`config.mk`:
```
export PLATFORM = sky130hd
export DESIGN_NAME = noise_injector
export DESIGN_NICKNAME = d
export VERILOG_FILES = /design/src/rtl/noise_injector_pkg.sv /design/src/rtl/noise_injector_lfsr16.sv /design/src/rtl/noise_injector.sv
export SDC_FILE = /design/constraint.sdc
export NUM_CORES = 1
export LEC_CHECK = 0
export BUFFER_PORTS_ARGS = -buffer_cell sky130_fd_sc_hd__buf_2
export CAP_MARGIN = 0
export CORE_MARGIN = 1
export CORE_UTILIZATION = 40
export CTS_CLUSTER_SIZE = 10
export DETAILED_ROUTE_END_ITERATION = 6
export GPL_TIMING_DRIVEN = 0
export PLACE_DENSITY_LB_ADDON = 0.25
export SYNTH_ARGS = -nofsm -noshare
export SYNTH_HDL_FRONTEND = slang
export SYNTH_HIERARCHICAL = 1
export SYNTH_SLANG_ARGS = --single-unit
```
`constraint.sdc`:
```
create_clock -name clk -period 4.2 [get_ports clk]
set_input_delay 0.21 -clock clk [delete_from_list [all_inputs] [get_ports clk]]
set_output_delay 0.21 -clock clk [all_outputs]
set_load 0.1 [all_outputs]
```
`src/rtl/noise_injector_pkg.sv`:
```
// Shared constants, state encoding and LFSR step function for the noise injector.
package noise_injector_pkg;

    localparam logic [15:0] LFSR_TAPS    = 16'hB400;
    localparam logic [15:0] DEFAULT_SEED = 16'hACE1;
    localparam logic [15:0] COUNT_MAX    = 16'hFFFF;

    typedef enum logic [1:0] {
        IDLE   = 2'd0,
        WAIT   = 2'd1,
        GLITCH = 2'd2
    } state_t;

    typedef struct packed {
        state_t      state;
        logic [15:0] lfsr;
    } dbg_t;

    // Galois right-shift step; a non-zero value never maps to zero.
    function automatic logic [15:0] lfsr_next(input logic [15:0] v);
        return {1'b0, v[15:1]} ^ (v[0] ? LFSR_TAPS : 16'h0000);
    endfunction

endpackage

```
`src/rtl/noise_injector_lfsr16.sv`:
```
// 16-bit Galois LFSR that steps only when advance is high; restarts from SEED on reset.
module lfsr16
    import noise_injector_pkg::*;
#(
    parameter logic [15:0] SEED = DEFAULT_SEED
) (
    input  logic        clk,
    input  logic        rst,
    input  logic        advance,
    output logic [15:0] q
);

    logic [15:0] r_lfsr;

    always_ff @(posedge clk or negedge rst) begin
        if (!rst) begin
            r_lfsr <= SEED;
        end else if (advance) begin
            r_lfsr <= lfsr_next(r_lfsr);
        end
    end

    assign q = r_lfsr;

endmodule

```
`src/rtl/noise_injector.sv`:
```
// Pseudo-random glitch injector: inverts din for bounded bursts at bounded random intervals.
// The LFSR supplies gap and width jitter; FSM, counters and output registers live here.
module noise_injector
    import noise_injector_pkg::*;
#(
    parameter logic [15:0] SEED    = DEFAULT_SEED,
    parameter int          GAP_W   = 8,
    parameter int          WIDTH_W = 4
) (
    input  logic               clk,
    input  logic               rst,
    input  logic               en,
    input  logic               din,
    input  logic [GAP_W-1:0]   min_gap,
    input  logic [WIDTH_W-1:0] max_width,
    output logic               dout,
    output logic               glitch_active,
    output logic [15:0]        glitch_count,
    output dbg_t               o_dbg
);

    state_t             r_state;
    state_t             w_state_next;
    logic [GAP_W:0]     r_gap_cnt;
    logic [GAP_W:0]     w_gap_next;
    logic [WIDTH_W-1:0] r_width_cnt;
    logic [WIDTH_W-1:0] w_width_next;
    logic [15:0]        r_glitch_count;
    logic [15:0]        w_count_next;
    logic               r_dout;
    logic               r_glitch_active;

    logic [15:0]        w_lfsr;
    logic               w_advance;
    logic [GAP_W:0]     w_gap_load;
    logic [WIDTH_W-1:0] w_width_mask;
    logic [WIDTH_W-1:0] w_width_load;
    logic               w_in_glitch;

    assign w_advance = (r_state != IDLE);

    lfsr16 #(.SEED(SEED)) u_lfsr (
        .clk     (clk),
        .rst     (rst),
        .advance (w_advance),
        .q       (w_lfsr)
    );

    // Extra bit on the gap counter keeps min_gap + jitter from overflowing.
    assign w_gap_load   = {1'b0, min_gap} + (GAP_W+1)'(w_lfsr[3:0]);
    assign w_width_mask = w_lfsr[WIDTH_W-1:0] & max_width;
    assign w_width_load = (w_width_mask == '0) ? WIDTH_W'(1) : w_width_mask;

    always_ff @(posedge clk or negedge rst) begin
        if (!rst) begin
            r_state        <= IDLE;
            r_gap_cnt      <= '0;
            r_width_cnt    <= '0;
            r_glitch_count <= '0;
        end else begin
            r_state        <= w_state_next;
            r_gap_cnt      <= w_gap_next;
            r_width_cnt    <= w_width_next;
            r_glitch_count <= w_count_next;
        end
    end

    always_comb begin
        w_state_next = r_state;
        w_gap_next   = r_gap_cnt;
        w_width_next = r_width_cnt;
        w_count_next = r_glitch_count;
        if (!en) begin
            w_state_next = IDLE;
        end else begin
            case (r_state)
                IDLE: begin
                    w_state_next = WAIT;
                    w_gap_next   = w_gap_load;
                end
                WAIT: begin
                    if (r_gap_cnt != '0) begin
                        w_gap_next = r_gap_cnt - 1'b1;
                    end else if (max_width != '0) begin
                        w_state_next = GLITCH;
                        w_width_next = w_width_load;
                        w_count_next = (r_glitch_count == COUNT_MAX) ? COUNT_MAX
                                                                     : r_glitch_count + 16'd1;
                    end else begin
                        w_gap_next = w_gap_load;
                    end
                end
                GLITCH: begin
                    if (r_width_cnt == WIDTH_W'(1)) begin
                        w_state_next = WAIT;
                        w_gap_next   = w_gap_load;
                    end else begin
                        w_width_next = r_width_cnt - 1'b1;
                    end
                end
                default: w_state_next = IDLE;
            endcase
        end
    end

    always_comb begin
        w_in_glitch = (r_state == GLITCH);
    end

    always_ff @(posedge clk or negedge rst) begin
        if (!rst) begin
            r_dout          <= 1'b0;
            r_glitch_active <= 1'b0;
        end else begin
            r_dout          <= din ^ w_in_glitch;
            r_glitch_active <= w_in_glitch;
        end
    end

    assign dout          = r_dout;
    assign glitch_active = r_glitch_active;
    assign glitch_count  = r_glitch_count;
    assign o_dbg.state   = r_state;
    assign o_dbg.lfsr    = w_lfsr;

endmodule

```
**After elaboration in Yosys (flattened, before gate mapping)**

Index checks and enable logic that the tools add are counted.
W data, S select, Z words.

- Reduce and logical (&&, ||, !) cells: 11
- Multiplexer cells: 16
- Bitwise logic cells: 4
- $add $sub $neg: 4
- Eq/ne operators: 12

Operators with widths:

| kind | number |
|---|---|
| $mux W16 | 2 |
| $mux W9 | 3 |
| $pmux W9 S3 | 1 |
| $add A16 B1 Y16 const B | 1 |
| $eq A16 B16 Y1 const B | 1 |
| $mux W4 | 4 |
| $xor A15 B16 Y16 | 1 |
| $add A8 B4 Y9 | 1 |
| $ne A3 B3 Y1 const B | 3 |
| $reduce_bool A9 Y1 | 1 |
| $sub A9 B1 Y9 const B | 1 |
| $mux W2 | 4 |
| $pmux W4 S2 | 1 |
| $reduce_and A4 Y1 | 2 |
| $ne A2 B2 Y1 const B | 3 |
| $pmux W2 S3 | 1 |
| $reduce_and A5 Y1 | 1 |
| $and A4 B4 Y4 | 1 |
| $eq A4 B1 Y1 const B | 1 |
| $logic_not A4 Y1 | 1 |
| $reduce_bool A2 Y1 | 2 |
| $reduce_bool A4 Y1 | 1 |
| $sub A4 B1 Y4 const B | 1 |
| $ne A3 B2 Y1 const B | 1 |
| 8 further kinds | 8 |

- Output and inout bits: 36
- Register bits after elaboration: 49
- Word-level logic and storage cells: 54

**Longest topological paths before layout**

- Depth in word-level cells: 6
- Mapped depth: 9
- Mapped depth without buffers: 8

**Hierarchy**

The synthesis kept the hierarchy.

Modules (own cells, without submodules):

| module | times used | seq. area each (um^2) | area each (um^2) | cells an instance |
|---|---|---|---|---|
| noise_injector | 1 | 825.8 | 2122.0 | 233 |
| lfsr16 | 1 | 410.4 | 655.6 | 40 |

**Worst setup path after synthesis**

OpenSTA, ideal clock, no wires.

- Path kind: register to register
- Start point: register r_glitch_count[2], in the netlist glitch_count[2]
- End point: register r_glitch_count[15], in the netlist glitch_count[15]
- Cell stages (with the launch flop): 6
- Clock period less this slack: 2.639 ns
- Required time: 4.072 ns
- Path buffers: 0
- Setup time: 0.128 ns
- Arrival: 2.510 ns
- Slack: 1.561 ns
- Cell sequence: dfrtp_1 > and3_1 > and4_1 > nor4b_4 > or4b_1 > mux2_1

- Word-level cells in the longest chain between the ends: 2

Ends and longest elaborated chain:

| what | line | RTL |
|---|---|---|
| start: declaration | noise_injector.sv:28 | `logic [15:0] r_glitch_count;` |
| start signal: assignment | noise_injector.sv:64 | `r_glitch_count <= w_count_next;` |
| $add A16 B1 Y16 or $eq A16 B16 Y1 (tied branches) | noise_injector.sv:88, noise_injector.sv:87 |  |
| $mux W16 * | noise_injector.sv:87 | `w_count_next = (r_glitch_count == COUNT_MAX) ? COUNT_MAX` |

Every way passes the cells marked *; elsewhere a longest branch is shown, timed or not.
A chain may end at the register's enable or synchronous reset.

**Final worst setup path**

- Start point: register r_gap_cnt[0]
- End point: register r_glitch_count[12], in the netlist glitch_count[12]

- Word-level cells in the longest chain between the ends: 3

Ends and longest elaborated chain:

| what | line | RTL |
|---|---|---|
| start: declaration | noise_injector.sv:24 | `logic [GAP_W:0] r_gap_cnt;` |
| start signal: assignment | noise_injector.sv:62 | `r_gap_cnt <= w_gap_next;` |
| $reduce_bool A9 Y1 | noise_injector.sv:82 | `if (r_gap_cnt != '0) begin` |
| $not A1 Y1 (no line) | -- |  |
| $reduce_and A4 Y1 (no line) | -- |  |

Every way passes these cells.

==> reports/results.txt <==
Post-synth EDFFs: 0
Critical setup path kind: flop to flop
Num CTS Buffers: 5
Synth cell count leaders: 41 x dfrtp_1, 24 x nor2_1, 21 x inv_1
Via count: 2,249
VDD IR max: 867 uV
Crit-path max cell delay: 540 ps
Fmax achieved: 398 MHz
CP startpoint: r_gap_cnt[0]
Status: finished, final reports clean
Worst Hold Class: input pin to flop
Final Core Density: 0.481
Largest net degree at the start of global routing: 50
IO Port Bufs: 51
Worst path arrival time: 2710 ps
Synth warnings: 6
Worst R2R Path Depth: 7
First-pass GRT wire length: 10,100 um
Distinct cells, synth: 55
Worst-margin pin slew: 1110 ps
Sequential area share after synthesis: 0.445
Yosys top cell by area: dfrtp_1
Clock Path Buffers: 2
Synthesized flop and latch total: 49
Synth Flop Type: dfrtp_1
Total Die Area: 7280 sq um
Reg2reg setup slack: 1690 ps
Synth Area per Inst: 10.2 sq um
Met3 usage: 0.0438
Critical path launch point type: flop
Final TNS setup: 0 ps
Final Setup Violations: 0
Filler cells: 647
Syn nets: 298
Global routing's busiest layer: met2
Initial DRC Count: 77
Max-Cap Viols: 0
Critical register-to-register path startpoint: r_gap_cnt[0]
Gpl congestion: 0.813
Die Width: 85.3 um
Slew margin rel.: 0.262
Gr usage total: 0.174
Ys async rst share: 1.00
DRC: 0
Synth top area share: 0.369
Final Hold Fails: 0
Pwr Density: 690 nW/um^2
Cts repair resizes: 0
Fin crit period: 2510 ps
Worst setup EP type: flop
H-tree depth: 2
CP max-delay cell: or4b_1
Worst R2R End: glitch_count[12]
Clock Sinks: 49
Root Buffer: clkbuf_8
Clock Latency Late Sink: 310 ps
P_leak: 0.00152 uW
Top post-synthesis cells by area: dfrtp_1 37%, dfstp_2 7.6%, mux2_2 6.5%
CTS Hold Buffers Added: 0
Global-route met2 utilization: 0.281
Final Cycle Share: 0.598
CP cell instances: inv_1, ha_1, or4b_1, nor3_1, nand3_1, nor3_1, mux2_2
TritonCTS clock tree: done
Post-CTS Setup Bufs: 0
Clk_skew: 7.52 ps
Storage cell area: 1240 sq um
Drt total wl: 5950 um
Share of cells above drive strength 1: 0.298
Die Ht: 85.3 um
DP Wirelength: 4300 um
Initial antenna violation count: 0
CP Max Fanout: 5
# nets final: 356
Top-count cell post-synth: dfrtp_1
Vias in the first global route: 2,097
Finished Layout Cells: 412
Area growth syn-to-layout: 16.9%
TritonRoute pass-1 iters: 4
Vias per inst: 5.46
CP most frequent cell: nor3_1
RSZ-0062 raised after global routing: no
Syn Std Cell Area: 2780 sq um
Post-route ant nets: 0
Multi-input logic area: 1410 sq um
Max Slew Vio Count: 0
GR Overflow Total: 0
GRT met1 Usage: 0.233
Data required, critical path: 4400 ps
Initial core utilization: 0.411
Clk pin slew, worst setup/hold paths: 100 ps
Ant diodes: 0
Number of cell rows: 30
CORE AREA: 6760 sq um
Setup crit end: glitch_count[12]
Placed Instances: 404
Gate Count Post-Synth: 273
WL/cell: 14.4 um
# IOs: 52
## metrics by stage
step	total power [uW]	hold WS, ps	cell area [sq um]	worst slack, ps
after detailed placement	1910	409	3130	1740
after floorplan	1710	-85.6	2780	1560
after global routing	2360	61.5	3250	1500
final	2240	77.9	3250	1690
after global placement	1890	400	3130	1760
after CTS	2260	74.6	3250	1710
## per-layer routing
layer	wire, um	share of wire
met1	2960	0.50
met2	2670	0.45
met3	270	0.045
met4	53	0.0089
met5	0	0
## cells in the final DEF, fill, tap and decap left out, types with 2 or more instances in the layout
cell,n
buf_2,51
dfrtp_1,41
nor2_1,24
inv_1,21
nand2_1,18
mux2_2,16
a21oi_1,14
o21ai_0,11
nand3_1,11
ha_1,8
dfstp_2,8
nor3_1,7
a31oi_1,7
a21o_1,6
xor2_1,5
clkbuf_8,5
nand2b_1,4
xnor2_1,4
nor4_1,4
and3_1,4
nand4_1,4
mux2_4,4
nor2b_1,3
a221o_1,3
o21a_1,3
o31ai_1,3
or2_2,2
clkbuf_1,2
or4b_1,2
nor4b_1,2
nor4b_4,2
or3_1,2
mux2i_1,2
o211ai_1,2
a32oi_1,2
## power by group
group	internal (uW)	switching, uW
clock	178	169
sequential	620	154
combinational	280	841
total	1080	1160
## registers in the layout (all words and copies together), names as in the netlist
signal         count
glitch_count      16
u_lfsr/q          16
r_gap_cnt          9
r_width_cnt        4
r_state            2
dout               1
glitch_active      1
## area by class of cell
cell class              instances  share of cell area
repair buffers                 51              0.0786
well taps                      80              0.0308
multi-input cells             197               0.435
inverters                      22              0.0254
plain buffers                   5              0.0143
flip-flops and latches         49               0.381
clock inverters                 3              0.0143
clock buffers                   5              0.0212
## critical path, delay by kind of cell (launching register included)
kind                     cells  cell delay [ps]
buffers and inverters        1               80
flip-flops                   1              440
AND/OR/NAND/NOR              4             1310
multiplexers                 1              350
adder cells (fa/ha/maj)      1              220
## cells by family (layout without fill, tap and decap cells)
family          after synthesis  after routing  synth area share
simple gates                 97             97             0.200
compound gates               59             59             0.139
flops                        49             49             0.445
buf+inv                      27             86            0.0464
mux                          23             23            0.0977
fa+ha+maj                     9              9            0.0432
xor+xnor                      9              9            0.0284
## worst min-delay path by stage
stage,from,end,cells past startpoint
2_1_floorplan,rst,dout,0
3_3_place_gp,din,dout,2
3_5_place_dp,din,dout,2
4_1_cts,din,dout,2
5_1_grt,din,dout,2
6_report,din,dout,2
(Power assumes the default switching activity.)
